`src/rtl/deep_ff_cmd_sequencer_if.sv`:
```
// Command/issue bundle between the operand producer, the sequencer and the
// downstream deep flip-flop ALU stage.
interface deep_ff_cmd_sequencer_if #(
   parameter int unsigned DEPTH = 4,
   parameter int unsigned TAG_W = 4
);
   localparam int unsigned CNT_W = $clog2(DEPTH) + 1;

   logic             dfcs_in_valid;
   logic             dfcs_in_ready;
   logic [3:0]       dfcs_in_mode;
   logic [15:0]      dfcs_in_a;
   logic [15:0]      dfcs_in_b;
   logic             dfcs_pause;
   logic             dfcs_flush;
   logic [3:0]       dfcs_ctrl_mode;
   logic [15:0]      dfcs_data_in1;
   logic [15:0]      dfcs_data_in2;
   logic             dfcs_issue_valid;
   logic [TAG_W-1:0] dfcs_issue_tag;
   logic [CNT_W-1:0] dfcs_count;

   modport master (
      output dfcs_in_valid,
      input  dfcs_in_ready,
      output dfcs_in_mode,
      output dfcs_in_a,
      output dfcs_in_b,
      output dfcs_pause,
      output dfcs_flush,
      input  dfcs_ctrl_mode,
      input  dfcs_data_in1,
      input  dfcs_data_in2,
      input  dfcs_issue_valid,
      input  dfcs_issue_tag,
      input  dfcs_count
   );

   modport slave (
      input  dfcs_in_valid,
      output dfcs_in_ready,
      input  dfcs_in_mode,
      input  dfcs_in_a,
      input  dfcs_in_b,
      input  dfcs_pause,
      input  dfcs_flush,
      output dfcs_ctrl_mode,
      output dfcs_data_in1,
      output dfcs_data_in2,
      output dfcs_issue_valid,
      output dfcs_issue_tag,
      output dfcs_count
   );
endinterface

```
`src/rtl/deep_ff_cmd_sequencer.sv`:
```
// Command FIFO and issue stage feeding the deep flip-flop ALU stage: buffers
// {mode, A, B}, issues one tagged command per cycle, supports pause and flush.
module deep_ff_cmd_sequencer #(
   parameter int unsigned DEPTH     = 4,
   parameter int unsigned TAG_W     = 4,
   parameter logic [3:0]  IDLE_MODE = 4'hF
) (
   input  logic                   dfcs_clk,
   input  logic                   dfcs_rst,
   deep_ff_cmd_sequencer_if.slave dfcs_bus
);
   localparam int unsigned AW      = $clog2(DEPTH);
   localparam int unsigned CNT_W   = AW + 1;
   localparam int unsigned ENTRY_W = 4 + 16 + 16;
   localparam logic [CNT_W-1:0] FULL_CNT = CNT_W'(DEPTH);

   typedef enum logic [1:0] {
      ST_RUN   = 2'd0,
      ST_PAUSE = 2'd1,
      ST_FLUSH = 2'd2
   } state_t;

   state_t             r_state;
   state_t             w_state_next;

   logic [ENTRY_W-1:0] r_mem [DEPTH];
   logic [AW-1:0]      r_wr_ptr;
   logic [AW-1:0]      r_rd_ptr;
   logic [CNT_W-1:0]   r_count;

   logic [TAG_W-1:0]   r_tag_cnt;
   logic [TAG_W-1:0]   r_issue_tag;
   logic [3:0]         r_ctrl_mode;
   logic [15:0]        r_data1;
   logic [15:0]        r_data2;
   logic               r_issue_valid;

   logic               w_in_ready;
   logic               w_push;
   logic               w_pop;
   logic [ENTRY_W-1:0] w_head;

   always_ff @(posedge dfcs_clk) begin
      if (dfcs_rst) begin
         r_state <= ST_RUN;
      end else begin
         r_state <= w_state_next;
      end
   end

   // Flush outranks pause from every state; FLUSH lasts exactly one cycle.
   always_comb begin
      w_state_next = r_state;
      if (dfcs_bus.dfcs_flush) begin
         w_state_next = ST_FLUSH;
      end else begin
         unique case (r_state)
            ST_RUN:   if (dfcs_bus.dfcs_pause) w_state_next = ST_PAUSE;
            ST_PAUSE: if (!dfcs_bus.dfcs_pause) w_state_next = ST_RUN;
            ST_FLUSH: w_state_next = dfcs_bus.dfcs_pause ? ST_PAUSE : ST_RUN;
            default:  w_state_next = ST_RUN;
         endcase
      end
   end

   always_comb begin
      w_in_ready = (r_count < FULL_CNT) && !dfcs_bus.dfcs_flush && (r_state != ST_FLUSH);
      w_push     = dfcs_bus.dfcs_in_valid && w_in_ready;
      w_pop      = (r_state == ST_RUN) && !dfcs_bus.dfcs_pause && !dfcs_bus.dfcs_flush
                   && (r_count != '0);
      w_head     = r_mem[r_rd_ptr];
   end

   always_ff @(posedge dfcs_clk) begin
      if (w_push) begin
         r_mem[r_wr_ptr] <= {dfcs_bus.dfcs_in_mode, dfcs_bus.dfcs_in_a, dfcs_bus.dfcs_in_b};
      end
   end

   always_ff @(posedge dfcs_clk) begin
      if (dfcs_rst || dfcs_bus.dfcs_flush) begin
         r_wr_ptr <= '0;
         r_rd_ptr <= '0;
         r_count  <= '0;
      end else begin
         if (w_push) r_wr_ptr <= r_wr_ptr + AW'(1);
         if (w_pop)  r_rd_ptr <= r_rd_ptr + AW'(1);
         unique case ({w_push, w_pop})
            2'b10:   r_count <= r_count + CNT_W'(1);
            2'b01:   r_count <= r_count - CNT_W'(1);
            default: r_count <= r_count;
         endcase
      end
   end

   // Issue register: loads the head on a pop, otherwise drives a bubble.
   always_ff @(posedge dfcs_clk) begin
      if (dfcs_rst) begin
         r_ctrl_mode   <= IDLE_MODE;
         r_data1       <= '0;
         r_data2       <= '0;
         r_issue_valid <= 1'b0;
         r_issue_tag   <= '0;
         r_tag_cnt     <= '0;
      end else if (w_pop) begin
         r_ctrl_mode   <= w_head[35:32];
         r_data1       <= w_head[31:16];
         r_data2       <= w_head[15:0];
         r_issue_valid <= 1'b1;
         r_issue_tag   <= r_tag_cnt;
         r_tag_cnt     <= r_tag_cnt + TAG_W'(1);
      end else begin
         r_ctrl_mode   <= IDLE_MODE;
         r_data1       <= '0;
         r_data2       <= '0;
         r_issue_valid <= 1'b0;
      end
   end

   assign dfcs_bus.dfcs_in_ready    = w_in_ready;
   assign dfcs_bus.dfcs_ctrl_mode   = r_ctrl_mode;
   assign dfcs_bus.dfcs_data_in1    = r_data1;
   assign dfcs_bus.dfcs_data_in2    = r_data2;
   assign dfcs_bus.dfcs_issue_valid = r_issue_valid;
   assign dfcs_bus.dfcs_issue_tag   = r_issue_tag;
   assign dfcs_bus.dfcs_count       = r_count;
endmodule

```
`src/flat_wrapper.sv`:
```
// flat-port wrapper written by rule: the top's interface ports become plain ports
module deep_ff_cmd_sequencer_flat 
#(
   parameter int unsigned DEPTH     = 4,
   parameter int unsigned TAG_W     = 4,
   parameter logic [3:0]  IDLE_MODE = 4'hF
)
  (dfcs_clk, dfcs_rst, dfcs_bus_dfcs_in_valid, dfcs_bus_dfcs_in_ready, dfcs_bus_dfcs_in_mode, dfcs_bus_dfcs_in_a, dfcs_bus_dfcs_in_b, dfcs_bus_dfcs_pause, dfcs_bus_dfcs_flush, dfcs_bus_dfcs_ctrl_mode, dfcs_bus_dfcs_data_in1, dfcs_bus_dfcs_data_in2, dfcs_bus_dfcs_issue_valid, dfcs_bus_dfcs_issue_tag, dfcs_bus_dfcs_count);
  deep_ff_cmd_sequencer_if #(.DEPTH(DEPTH), .TAG_W(TAG_W)) dfcs_bus_i ();
  input  logic dfcs_clk;
  input  logic dfcs_rst;
  input wire logic [$bits(dfcs_bus_i.dfcs_in_valid)-1:0] dfcs_bus_dfcs_in_valid;
  output wire logic [$bits(dfcs_bus_i.dfcs_in_ready)-1:0] dfcs_bus_dfcs_in_ready;
  input wire logic [$bits(dfcs_bus_i.dfcs_in_mode)-1:0] dfcs_bus_dfcs_in_mode;
  input wire logic [$bits(dfcs_bus_i.dfcs_in_a)-1:0] dfcs_bus_dfcs_in_a;
  input wire logic [$bits(dfcs_bus_i.dfcs_in_b)-1:0] dfcs_bus_dfcs_in_b;
  input wire logic [$bits(dfcs_bus_i.dfcs_pause)-1:0] dfcs_bus_dfcs_pause;
  input wire logic [$bits(dfcs_bus_i.dfcs_flush)-1:0] dfcs_bus_dfcs_flush;
  output wire logic [$bits(dfcs_bus_i.dfcs_ctrl_mode)-1:0] dfcs_bus_dfcs_ctrl_mode;
  output wire logic [$bits(dfcs_bus_i.dfcs_data_in1)-1:0] dfcs_bus_dfcs_data_in1;
  output wire logic [$bits(dfcs_bus_i.dfcs_data_in2)-1:0] dfcs_bus_dfcs_data_in2;
  output wire logic [$bits(dfcs_bus_i.dfcs_issue_valid)-1:0] dfcs_bus_dfcs_issue_valid;
  output wire logic [$bits(dfcs_bus_i.dfcs_issue_tag)-1:0] dfcs_bus_dfcs_issue_tag;
  output wire logic [$bits(dfcs_bus_i.dfcs_count)-1:0] dfcs_bus_dfcs_count;
  assign dfcs_bus_i.dfcs_in_valid = dfcs_bus_dfcs_in_valid;
  assign dfcs_bus_dfcs_in_ready = dfcs_bus_i.dfcs_in_ready;
  assign dfcs_bus_i.dfcs_in_mode = dfcs_bus_dfcs_in_mode;
  assign dfcs_bus_i.dfcs_in_a = dfcs_bus_dfcs_in_a;
  assign dfcs_bus_i.dfcs_in_b = dfcs_bus_dfcs_in_b;
  assign dfcs_bus_i.dfcs_pause = dfcs_bus_dfcs_pause;
  assign dfcs_bus_i.dfcs_flush = dfcs_bus_dfcs_flush;
  assign dfcs_bus_dfcs_ctrl_mode = dfcs_bus_i.dfcs_ctrl_mode;
  assign dfcs_bus_dfcs_data_in1 = dfcs_bus_i.dfcs_data_in1;
  assign dfcs_bus_dfcs_data_in2 = dfcs_bus_i.dfcs_data_in2;
  assign dfcs_bus_dfcs_issue_valid = dfcs_bus_i.dfcs_issue_valid;
  assign dfcs_bus_dfcs_issue_tag = dfcs_bus_i.dfcs_issue_tag;
  assign dfcs_bus_dfcs_count = dfcs_bus_i.dfcs_count;
  deep_ff_cmd_sequencer #(.DEPTH(DEPTH), .TAG_W(TAG_W), .IDLE_MODE(IDLE_MODE)) u_core (.dfcs_clk(dfcs_clk), .dfcs_rst(dfcs_rst), .dfcs_bus(dfcs_bus_i));
endmodule
```
`config.mk`:
```
export PLATFORM = sky130hd
export DESIGN_NAME = deep_ff_cmd_sequencer_flat
export DESIGN_NICKNAME = d
export VERILOG_FILES = /design/src/rtl/deep_ff_cmd_sequencer_if.sv /design/src/rtl/deep_ff_cmd_sequencer.sv /design/src/flat_wrapper.sv
export SDC_FILE = /design/constraint.sdc
export NUM_CORES = 1
export LEC_CHECK = 0
export CORE_MARGIN = 8
export CORE_UTILIZATION = 40
export DETAILED_ROUTE_END_ITERATION = 10
export PLACE_DENSITY = 0.65
export SLEW_MARGIN = 20
export SYNTH_ARGS = -nofsm -noshare
export SYNTH_HDL_FRONTEND = slang
export SYNTH_SLANG_ARGS = --single-unit
```
`constraint.sdc`:
```
create_clock -name dfcs_clk -period 2.97 [get_ports dfcs_clk]
set_input_delay 0.4455 -clock dfcs_clk [delete_from_list [all_inputs] [get_ports dfcs_clk]]
set_output_delay 0.4455 -clock dfcs_clk [all_outputs]
set_load 0.05 [all_outputs]
```
==> impl_metrics.tcl <==
set metrics [dict create \
    outcome "completed" \
    grt_overflow 0 \
    cpPeakStageDelay_ns 0.50 \
    yosysMostFrequentCell "edfxtp_1" \
    ys.flop_type "edfxtp_1" \
    placed_cells 677 \
    drv_cap 0 \
    antenna_found_initial 1 \
    busiest_layer "met2" \
    drt-initial-drc-count 162 \
    postCtsSetupBuffers 0 \
    syn_to_final_growth_pct 25.48 \
    drcViolationCount 0 \
    cts_root_buf "clkbuf_16" \
    clock_sinks 198 \
    worstPathMaxFanout 5 \
    rrSetupSlack_ns 0.60 \
    async_flop_share 0 \
    crit_start "dfcs_bus_dfcs_flush" \
    hold_violations 0 \
    vdd_drop_max_uv 398.4 \
    postRouteAntennaNets 0 \
    yosysTopAreaCell "edfxtp_1" \
    layout_min_cycle_time_ns 2.512 \
    cts_tree "yes" \
    syn_nets 416 \
    syn_avg_cell_area_um2 19.13 \
    slowest_stage "or4_4" \
    die_h_um 148.7 \
    seq_area_frac_synth 0.7677 \
    slew_headroom 0.4612 \
    nNetsFinal 519 \
    critical_path_class "input pin to register" \
    worstMarginPinSlew_ns 0.8083 \
    clock_latency_ns 0.43 \
    drive_above_1_share 0.1921 \
    r2r_start "u_core.r_state[0]$_SDFFE_PP0P_" \
    synthTopCellsByCount "edfxtp_1 (144), dfxtp_1 (54), mux4_2 (36)" \
    rsz0062_at_grt "no" \
    cts_buffer_depth 2 \
    setup_violations 0 \
    grt_util_met1 0.1425 \
    crit_chain "clkdlybuf4s50_1, or4_4, nor2_1, ha_1, inv_1, fa_1, xor2_1, or3_1, a21oi_1" \
    gr-usage-met2 0.2061 \
    core.rowCount 48 \
    clk_pin_slew_ns 0.06 \
    cts_made_buffers 17 \
    skew_ns 0.008547 \
    postCtsResizedCells 0 \
    grt_pass1_wl_um 20340 \
    synth_edf_count 144 \
    final.period_utilization 0.8456 \
    power_density_nw_per_um2 609.9 \
    syn_area_um2 7041 \
    grt_use_total 0.1235 \
    dieWidth_um 148.7 \
    holdCritPathClass "register to register" \
    finalMaxSlewViolations 0 \
    cp.arrival_ns 2.86 \
    clock.fmax_ghz 0.3982 \
    dr.pass1.iters 5 \
    coreArea_um2 17240 \
    hp-start "u_core.dfcs_bus.dfcs_issue_tag[1]$_SDFFE_PP0N_" \
    dpl.hpwl_um 8285 \
    yosys_warnings 0 \
    ys_types 33 \
    use_met3 0.04315 \
    synth_seq_cells 198 \
    yosysTopAreaCellShare 0.6142 \
    postSynthCellCount 368 \
    cp.required_ns 3.32 \
    worstSetupEndpointType "register" \
    wirelength_um 12980 \
    gp_congestion 0.7991 \
    die_area_um2 22100 \
    cts_hold_buf 0 \
    viasPerCell 4.894 \
    initial_utilization 0.4085 \
    setup.worst_path.start_class "input pin" \
    tns_ns 0 \
    avgRoutedWirePerCell_um 18.31 \
    antenna_cells 0 \
    vias 3470 \
    leakagePower_nw 2.861 \
    grt_pass1_vias 3781 \
    grt_max_degree 39 \
    io_buffers 85 \
    fin_cells 709 \
    ys_top_cells_by_area "edfxtp_1 (61%), dfxtp_1 (15%), mux4_2 (12%)" \
    cts.htree.levels 4 \
    io_pins 86 \
]
## where the power goes
group | internal [W] | total [W] | switching, W
Combinational | 0.0000933 | 0.000178 | 0.0000843
Clock | 0.00126 | 0.00221 | 0.000953
Sequential | 0.00299 | 0.00300 | 0.00000993
## cell type report
type	count	area [um^2]
fillers	1392	8402
flip-flops and latches	198	5410
multi-input cells	144	1519
repair buffers	101	1018
clock buffers	19	442.9
well taps	225	281.5
clock inverters	13	128.9
inverters	9	33.78
## critical path: cells and delay by family
| family | cells | cell delay (ns) |
|---|---|---|
| buffers and inverters | 2 | 0.53 |
| AOI/OAI and AO/OA | 1 | 0.16 |
| xor gates and xnor gates | 1 | 0.15 |
| and+or+nand+nor | 3 | 0.98 |
| adders and majority gates | 2 | 0.59 |
## layer usage
layer  vias up  part of all wire
met5         -            0.0010
met4         2             0.011
met3        11             0.056
met2        82              0.50
met1      1754              0.43
li1       1621                 -
## state kept, by name (all words and copies together), names as in the netlist
register,cells
u_core.r_tag_cnt,4
u_core.r_mem,144
u_core.r_rd_ptr,2
u_core.dfcs_bus.dfcs_data_in2,16
u_core.dfcs_bus.dfcs_data_in1,16
u_core.dfcs_bus.dfcs_ctrl_mode,4
u_core.dfcs_bus.dfcs_issue_valid,1
u_core.r_state,2
u_core.dfcs_bus.dfcs_count,3
u_core.r_wr_ptr,2
u_core.dfcs_bus.dfcs_issue_tag,4
## logic make-up after synthesis
group / Yosys count / share of synthesized area
adder cells (fa/ha/maj): 7 / 0.01351
AO/OA/AOI/OAI: 27 / 0.02204
buffers and inverters: 26 / 0.01741
flip-flops: 198 / 0.7677
multiplexers: 36 / 0.1152
XOR/XNOR: 2 / 0.002488
AND/OR/NAND/NOR: 72 / 0.06167
## worst paths after layout
path,endpoint,cells after the start
setup reg to reg,u_core.dfcs_bus.dfcs_count[2]$_SDFFE_PP0P_,8
hold reg to reg,u_core.dfcs_bus.dfcs_issue_tag[1]$_SDFFE_PP0N_,2
hold / removal,u_core.dfcs_bus.dfcs_issue_tag[1]$_SDFFE_PP0N_,2
setup / recovery,u_core.dfcs_bus.dfcs_count[2]$_SDFFE_PP0P_,9
## metrics by stage
step	util	area, um^2	worst slack (ns)	hold slack [ns]	power (W)
2_1_floorplan	-	7041	0.5048	0.4519	0.003133
3_3_place_gp	0.4794	8263	0.1127	0.4710	0.003233
3_5_place_dp	0.4794	8263	0.03874	0.4767	0.003242
4_1_cts	0.5126	8835	0.4954	0.4920	0.005455
5_1_grt	0.5126	8835	0.4087	0.5151	0.005573
6_report	0.5126	8835	0.4585	0.4942	0.005388
## placed cells by master (no fill, tap or decap), types with 2 or more instances in the layout
cell type and count:
edfxtp_1 144, clkdlybuf4s50_1 84, dfxtp_1 52, mux4_2 36
nor2b_1 26, clkbuf_16 17, a21oi_1 13, buf_4 13
inv_1 9, o21ai_0 8, nor2_1 7, nand3_1 7
and2b_1 7, ha_1 6, and2_2 4, or2_1 4
buf_12 4, or3_1 3, a31o_2 3, clkinv_1 3
clkinv_2 3, xor2_1 2, nand4_1 2, nand2_1 2
o31ai_1 2, or4_1 2, clkinv_4 2, inv_6 2
bufinv_16 2
Note: power is estimated with default switching activity, not from simulation.
